--- src/rtl/sfifo_drain_pkg.sv ---
// Shared types and helpers for the burst-drain read controller.
//   drain_state_e : controller state (idle / burst in progress)
//   Rst*          : values the controller registers take on reset
//   clamp_len     : maps a requested burst length into 1..(1<<lgflen)
package sfifo_drain_pkg;

    typedef enum logic [0:0] {
        StIdle,
        StBurst
    } drain_state_e;

    localparam int unsigned RstThreshold = 1;
    localparam logic        RstTvalid    = 1'b0;
    localparam logic        RstTlast     = 1'b0;

    // A zero-length request still moves data one word at a time; anything
    // beyond the FIFO depth could never be satisfied, so cap it at the depth.
    function automatic int unsigned clamp_len(int unsigned burst_len, int unsigned lgflen);
        int unsigned flen;
        flen = 32'd1 << lgflen;
        if (burst_len == 0) begin
            return 1;
        end
        if (burst_len > flen) begin
            return flen;
        end
        return burst_len;
    endfunction

endpackage

--- src/rtl/sfifo_burst_drain_if.sv ---
// AXI-stream style output bundle of the burst-drain controller.
//   M_AXIS_TVALID : beat valid       (master -> slave)
//   M_AXIS_TREADY : beat accepted    (slave  -> master)
//   M_AXIS_TDATA  : beat data        (master -> slave)
//   M_AXIS_TLAST  : last beat of burst (master -> slave)
interface sfifo_burst_drain_if #(
    parameter int unsigned BW = 8
) ();

    logic          M_AXIS_TVALID;
    logic          M_AXIS_TREADY;
    logic [BW-1:0] M_AXIS_TDATA;
    logic          M_AXIS_TLAST;

    modport master (
        output M_AXIS_TVALID,
        output M_AXIS_TDATA,
        output M_AXIS_TLAST,
        input  M_AXIS_TREADY
    );

    modport slave (
        input  M_AXIS_TVALID,
        input  M_AXIS_TDATA,
        input  M_AXIS_TLAST,
        output M_AXIS_TREADY
    );

endinterface

--- src/rtl/drain_flush_timer.sv ---
// Saturating wait timer for partial-burst flushing.
//   i_clk, i_reset : clock, asynchronous active-high reset
//   i_clear        : zero the timer (has priority over i_enable)
//   i_enable       : count one cycle, holding at all-ones
//   i_timeout      : flush threshold; zero means never expire
//   o_expired      : timer has reached a non-zero i_timeout
module drain_flush_timer #(
    parameter int unsigned LGTIMEOUT = 16
) (
    input  logic                 i_clk,
    input  logic                 i_reset,
    input  logic                 i_clear,
    input  logic                 i_enable,
    input  logic [LGTIMEOUT-1:0] i_timeout,
    output logic                 o_expired
);

    logic [LGTIMEOUT-1:0] timer_q;

    always_ff @(posedge i_clk or posedge i_reset) begin
        if (i_reset) begin
            timer_q <= '0;
        end else if (i_clear) begin
            timer_q <= '0;
        end else if (i_enable && (timer_q != '1)) begin
            timer_q <= timer_q + LGTIMEOUT'(1);
        end
    end

    assign o_expired = (i_timeout != '0) && (timer_q >= i_timeout);

endmodule

--- src/rtl/sfifo_burst_drain.sv ---
// Read-side controller for a threshold FIFO with combinational read data.
// Starts a burst once the fill reaches the (clamped) burst length, or flushes
// whatever is waiting after i_timeout idle cycles, and streams it out.
//   i_clk, i_reset    : clock, asynchronous active-high reset
//   i_burst_len       : requested words per burst (0 -> 1, >FLEN -> FLEN)
//   i_timeout         : idle cycles before a partial flush, 0 disables
//   i_fifo_fill/empty : FIFO occupancy
//   i_fifo_data       : FIFO head word, valid in the same cycle as o_fifo_rd
//   o_fifo_rd         : FIFO pop strobe
//   o_threshold       : burst length in force, drives the FIFO threshold
//   m_axis            : stream output (valid/ready/data/last)
//   o_busy            : burst in progress or a beat still pending
module sfifo_burst_drain
    import sfifo_drain_pkg::*;
#(
    parameter int unsigned BW        = 8,
    parameter int unsigned LGFLEN    = 4,
    parameter int unsigned LGTIMEOUT = 16
) (
    input  logic                 i_clk,
    input  logic                 i_reset,
    input  logic [LGFLEN:0]      i_burst_len,
    input  logic [LGTIMEOUT-1:0] i_timeout,
    input  logic [LGFLEN:0]      i_fifo_fill,
    input  logic                 i_fifo_empty,
    input  logic [BW-1:0]        i_fifo_data,
    output logic                 o_fifo_rd,
    output logic [LGFLEN:0]      o_threshold,
    sfifo_burst_drain_if.master  m_axis,
    output logic                 o_busy
);

    typedef logic [LGFLEN:0] len_t;

    drain_state_e  state_q, state_d;
    len_t          count_q, count_d;
    len_t          threshold_q, threshold_d;
    len_t          len;
    logic          load;
    logic          start_burst;
    logic          timer_clear;
    logic          timer_en;
    logic          timer_expired;
    logic          tvalid_q, tlast_q;
    logic [BW-1:0] tdata_q;

    assign len = len_t'(clamp_len(32'(i_burst_len), LGFLEN));

    always_comb begin
        state_d     = state_q;
        count_d     = count_q;
        threshold_d = threshold_q;
        start_burst = 1'b0;
        // A pending beat that is not being accepted blocks the next pop.
        load = (state_q == StBurst) && !i_fifo_empty && (!tvalid_q || m_axis.M_AXIS_TREADY);

        unique case (state_q)
            StIdle: begin
                threshold_d = len;
                if (i_fifo_fill >= threshold_q) begin
                    state_d     = StBurst;
                    count_d     = threshold_q;
                    start_burst = 1'b1;
                end else if (timer_expired && (i_fifo_fill != '0)) begin
                    // Snapshot the fill: only this block reads, so all of it is there.
                    state_d     = StBurst;
                    count_d     = i_fifo_fill;
                    start_burst = 1'b1;
                end
            end
            StBurst: begin
                if (load) begin
                    count_d = count_q - len_t'(1);
                    if (count_q == len_t'(1)) begin
                        state_d = StIdle;
                    end
                end
            end
            default: state_d = StIdle;
        endcase
    end

    assign timer_clear = (state_q == StBurst) || (i_fifo_fill == '0) || start_burst;
    assign timer_en    = (state_q == StIdle);

    drain_flush_timer #(
        .LGTIMEOUT(LGTIMEOUT)
    ) u_flush_timer (
        .i_clk    (i_clk),
        .i_reset  (i_reset),
        .i_clear  (timer_clear),
        .i_enable (timer_en),
        .i_timeout(i_timeout),
        .o_expired(timer_expired)
    );

    always_ff @(posedge i_clk or posedge i_reset) begin
        if (i_reset) begin
            state_q     <= StIdle;
            count_q     <= '0;
            threshold_q <= len_t'(RstThreshold);
        end else begin
            state_q     <= state_d;
            count_q     <= count_d;
            threshold_q <= threshold_d;
        end
    end

    // Stream output register: holds its beat until accepted.
    always_ff @(posedge i_clk or posedge i_reset) begin
        if (i_reset) begin
            tvalid_q <= RstTvalid;
            tlast_q  <= RstTlast;
            tdata_q  <= '0;
        end else if (load) begin
            tvalid_q <= 1'b1;
            tlast_q  <= (count_q == len_t'(1));
            tdata_q  <= i_fifo_data;
        end else if (m_axis.M_AXIS_TREADY) begin
            tvalid_q <= 1'b0;
        end
    end

    assign o_fifo_rd            = load;
    assign o_threshold          = threshold_q;
    assign o_busy               = (state_q == StBurst) || tvalid_q;
    assign m_axis.M_AXIS_TVALID = tvalid_q;
    assign m_axis.M_AXIS_TDATA  = tdata_q;
    assign m_axis.M_AXIS_TLAST  = tlast_q;

endmodule

--- src/flat_wrapper.sv ---
// flat-port wrapper written by rule: the top's interface ports become plain ports
module sfifo_burst_drain_flat import sfifo_drain_pkg::*;
#(
    parameter int unsigned BW        = 8,
    parameter int unsigned LGFLEN    = 4,
    parameter int unsigned LGTIMEOUT = 16
)
  (i_clk, i_reset, i_burst_len, i_timeout, i_fifo_fill, i_fifo_empty, i_fifo_data, o_fifo_rd, o_threshold, o_busy, m_axis_M_AXIS_TVALID, m_axis_M_AXIS_TDATA, m_axis_M_AXIS_TLAST, m_axis_M_AXIS_TREADY);
  sfifo_burst_drain_if #(.BW(BW)) m_axis_i ();
  input  logic i_clk;
  input  logic i_reset;
  input  logic [LGFLEN:0] i_burst_len;
  input  logic [LGTIMEOUT-1:0] i_timeout;
  input  logic [LGFLEN:0] i_fifo_fill;
  input  logic i_fifo_empty;
  input  logic [BW-1:0] i_fifo_data;
  output logic o_fifo_rd;
  output logic [LGFLEN:0] o_threshold;
  output logic o_busy;
  output wire logic [$bits(m_axis_i.M_AXIS_TVALID)-1:0] m_axis_M_AXIS_TVALID;
  output wire logic [$bits(m_axis_i.M_AXIS_TDATA)-1:0] m_axis_M_AXIS_TDATA;
  output wire logic [$bits(m_axis_i.M_AXIS_TLAST)-1:0] m_axis_M_AXIS_TLAST;
  input wire logic [$bits(m_axis_i.M_AXIS_TREADY)-1:0] m_axis_M_AXIS_TREADY;
  assign m_axis_M_AXIS_TVALID = m_axis_i.M_AXIS_TVALID;
  assign m_axis_M_AXIS_TDATA = m_axis_i.M_AXIS_TDATA;
  assign m_axis_M_AXIS_TLAST = m_axis_i.M_AXIS_TLAST;
  assign m_axis_i.M_AXIS_TREADY = m_axis_M_AXIS_TREADY;
  sfifo_burst_drain #(.BW(BW), .LGFLEN(LGFLEN), .LGTIMEOUT(LGTIMEOUT)) u_core (.i_clk(i_clk), .i_reset(i_reset), .i_burst_len(i_burst_len), .i_timeout(i_timeout), .i_fifo_fill(i_fifo_fill), .i_fifo_empty(i_fifo_empty), .i_fifo_data(i_fifo_data), .o_fifo_rd(o_fifo_rd), .o_threshold(o_threshold), .m_axis(m_axis_i), .o_busy(o_busy));
endmodule
--- config.mk ---
export PLATFORM = sky130hd
export DESIGN_NAME = sfifo_burst_drain_flat
export DESIGN_NICKNAME = d
export VERILOG_FILES = /design/src/rtl/sfifo_drain_pkg.sv /design/src/rtl/sfifo_burst_drain_if.sv /design/src/rtl/drain_flush_timer.sv /design/src/rtl/sfifo_burst_drain.sv /design/src/flat_wrapper.sv
export SDC_FILE = /design/constraint.sdc
export NUM_CORES = 1
export LEC_CHECK = 0
export CORE_ASPECT_RATIO = 0.9
export CORE_MARGIN = 4
export CORE_UTILIZATION = 40
export CTS_CLUSTER_SIZE = 24
export DETAILED_ROUTE_END_ITERATION = 10
export PLACE_DENSITY_LB_ADDON = 0.12
export SYNTH_ARGS = -nofsm -noshare
export SYNTH_HDL_FRONTEND = slang
export SYNTH_HIERARCHICAL = 1
export SYNTH_SLANG_ARGS = --single-unit
--- constraint.sdc ---
create_clock -name i_clk -period 3.3 [get_ports i_clk]
set_input_delay 0.495 -clock i_clk [delete_from_list [all_inputs] [get_ports i_clk]]
set_output_delay 0.495 -clock i_clk [all_outputs]
set_load 0.02 [all_outputs]
==> metrics.csv <==
stage,metric,value,unit
run_status,status,completed,
clock_tree,postCtsSetupBuffers,0,
logic_synthesis,synth-async-reset-ratio,1.00,
logic_synthesis,syn_avg_cell_area,9.05,µm²
hold_path,min_path_type,flop to flop,
critical_path,startpoint_type,input port,
global_routing,grt_overflow_total,0,
clock_tree,cts.sinks,37,
critical_path,cp-startpoint,i_timeout[6],
finish,layout.cells.non_filler,441,
detailed_routing,vias,2280,
sta,fin_skew,0.00324,ns
finish,drive_gt1_frac,0.0989,
critical_path,cp_num_buf_inv,3,
logic_synthesis,synth_cell_types,56,
sta,worst_slack,0.234,ns
finish,design_area,3440,µm²
critical_path,path_cells,clkdlybuf4s50_1 -> inv_1 -> ha_1 -> and3_1 -> a221oi_2 -> o31ai_1 -> o2bb2ai_1 -> o21a_1 -> a2111oi_4 -> o21ai_1 -> buf_12 -> nand2b_1 -> mux2i_1,
hold_path,min-delay-start,u_core/m_axis.M_AXIS_TDATA[5],
sta,timing.final.crit_period,3.07,ns
logic_synthesis,yosysWarnings,6,
power,peakVddDrop,0.000241,V
global_routing,grt_pass1_vias,2166,
die,rows,27,
placed_design,dp_hpwl,4.83,mm
detailed_routing,drcViolationCount,0,
finish,layout.area.seq,927,µm²
global_routing,grt_pass1_wl,10.4,mm
placed_design,dp_cells,433,
detailed_routing,drtPass1Iterations,4,
placed_design,gp_congestion,0.809,
clock_tree,holdBufCountCts,0,
logic_synthesis,ys_ff_latch,37,
logic_synthesis,syn_area,2640,µm²
critical_path,cpMaxStageDelayCell,clkdlybuf4s50_1,
finish,multi_input_area,1580,µm²
detailed_routing,vias_per_cell,5.17,
clock_tree,insertion_delay,0.29,ns
die,io_pins,55,
flow_run,max_cap_viol_count,0,
clock_tree,cts_buffers,5,
logic_synthesis,dominantRegCellSynth,dfrtp_1,
critical_path,max_stage_delay,0.48,ns
sta,hold_viol,0,
finish,areaGrowthSynthToFinish,30.4,%
sta,max_freq,326,MHz
power,power.density,506,nW/µm²
clock_tree,clk_pin_slew,0.07,ns
sta,relSlewSlack,0.429,
finish,num-nets-final,415,
sta,min_period_over_period,0.929,
detailed_routing,ant_nets,0,
power,leakage,1.62,nW
critical_path,criticalPathCategory,input port to flop,
die,core_area,6250,µm²
clock_tree,cts-htree-levels,2,
critical_path,end_kind,flop,
detailed_routing,drt_iter0_drc,58,
sta,slew_violations,0,
critical_path,reg2reg_from,u_core/u_flush_timer/timer_q[0],
finish,layout_commonest_cell,clkdlybuf4s50_1,
sta,setup_viol,0,
finish,final_cell_mix,"54 x clkdlybuf4s50_1, 47 x nand2_1, 36 x dfrtp_1, 29 x inv_1, 24 x ha_1",
sta,rsz0062_at_grt,false,
detailed_routing,wl,6.25,mm
placed_design,placed_area,3320,µm²
clock_tree,cts_root_buffer,clkbuf_8,
finish,num-fill-cells,573,
clock_tree,cts_resized,0,
detailed_routing,detail_route.wl_per_cell,14.2,µm
logic_synthesis,seq_area_frac_synth,0.351,
logic_synthesis,synth_nets,354,
die,die_x,93.7,µm
finish,antennaDiodeCount,0,
sta,worst_pin_slew,0.855,ns
global_routing,grt_max_degree,27,
logic_synthesis,syn-instance-count,292,
critical_path,cp_max_fo,26,
die,start_util,0.423,
global_routing,track_usage,0.162,
clock_tree,clock_path_buffers,2,
critical_path,critPathArrivalTime,3.28,ns
clock_tree,cts_tree,yes,
critical_path,crit_required,3.51,ns
die,dieArea,7970,µm²
die,die_h,85.1,µm
critical_path,crit_family,compound AO/OA/AOI/OAI gates,
logic_synthesis,synth_edf_count,0,
placed_design,pre_cts_ws,-0.111,ns
placed_design,numPortBuffers,54,
global_routing,grt_antenna_before_repair,0,
registers in the layout, summed over array words and instances, names as in the netlist:
name / count
u_core/count_q: 5
u_core/u_flush_timer/timer_q: 16
u_core/state_q: 1
u_core/o_threshold: 5
u_core/m_axis.M_AXIS_TDATA: 8
u_core/m_axis.M_AXIS_TLAST: 1
u_core/m_axis.M_AXIS_TVALID: 1
kinds of logic (layout without fill, tap and decap cells):
| family | after synthesis | count (layout) | share of synthesized area |
|---|---|---|---|
| AND/OR/NAND/NOR | 120 | 120 | 0.256 |
| AO/OA/AOI/OAI | 54 | 54 | 0.144 |
| flip-flops | 37 | 37 | 0.351 |
| buffers and inverters | 36 | 98 | 0.0516 |
| adder cells (fa/ha/maj) | 24 | 24 | 0.114 |
| multiplexers | 16 | 16 | 0.0668 |
| XOR/XNOR | 5 | 5 | 0.0166 |
path summary, 6_finish.rpt:
| path | to | slack (ns) | depth (start not counted) |
|---|---|---|---|
| hold / removal | u_core/m_axis.M_AXIS_TDATA[5] | 0.48 | 2 |
| hold reg to reg | u_core/m_axis.M_AXIS_TDATA[5] | 0.48 | 2 |
| max in group asynchronous | u_core/m_axis.M_AXIS_TDATA[1] | 2.06 | 2 |
| setup reg to reg | u_core/u_flush_timer/timer_q[1] | 0.45 | 12 |
| setup / recovery | u_core/u_flush_timer/timer_q[1] | 0.23 | 13 |
| min in group asynchronous | u_core/u_flush_timer/timer_q[5] | 0.63 | 2 |
layer usage:
metal,part of all wire,global-route usage,vias up,routed length [µm]
met5,0,0,-,0
met4,0.0074,0.0354,0,46
met3,0.046,0.0355,4,285
met2,0.44,0.237,41,2720
met1,0.51,0.244,1081,3200
li1,-,-,1154,-
per-stage QoR:
step           setup TNS, ns  hold slack [ns]  power [mW]  utilization
2_1_floorplan              0            0.409        1.05            -
3_3_place_gp         -0.0345            0.457        1.33        0.531
3_5_place_dp          -0.771            0.462        1.34        0.531
4_1_cts                    0            0.481        1.76        0.550
5_1_grt                    0            0.496        1.88        0.551
6_report                   0            0.476        1.74        0.551
cell usage after synthesis, types with 3 or more instances:
library cell  count  area [µm²]
nor4_1            5        31.3
clkbuf_1          4        15.0
inv_1            29         109
o21ai_0           9        45.0
nand2_1          47         176
xor2_1            3        26.3
dfrtp_1          36         901
nor2_1           22        82.6
nor2b_1          12        75.1
and3_1            3        18.8
ha_1             24         300
nand2b_1          5        31.3
mux2_2            8        90.1
mux2i_1           6        60.1
o31ai_1           3        22.5
nand4_1           5        31.3
a211oi_1          4        30.0
a21oi_1          15        75.1
worst register-to-register path: cells and delay by family, from the launching register on:
| kind | cells | cell delay, ns |
|---|---|---|
| fa+ha+maj | 1 | 0.26 |
| mux | 1 | 0.13 |
| buf+inv | 2 | 0.27 |
| compound gates | 6 | 1.42 |
| flops | 1 | 0.41 |
| simple gates | 2 | 0.28 |
cell type report:
class / count / area share
Sequential cell: 37 / 0.269
Clock buffer: 7 / 0.0251
Timing Repair Buffer: 59 / 0.172
Inverter: 31 / 0.0338
Tap cell: 87 / 0.0316
Clock inverter: 1 / 0.00872
Multi-Input combinational cell: 219 / 0.460
power breakdown:
group	switching, mW	internal, mW	total (mW)	leakage (nW)
sequential	0.0838	0.549	0.633	0.476
combinational	0.371	0.328	0.700	1.08
clock	0.165	0.247	0.411	0.0585
total	0.620	1.12	1.74	1.62
No activity file was read; power rests on OpenSTA's default activity.
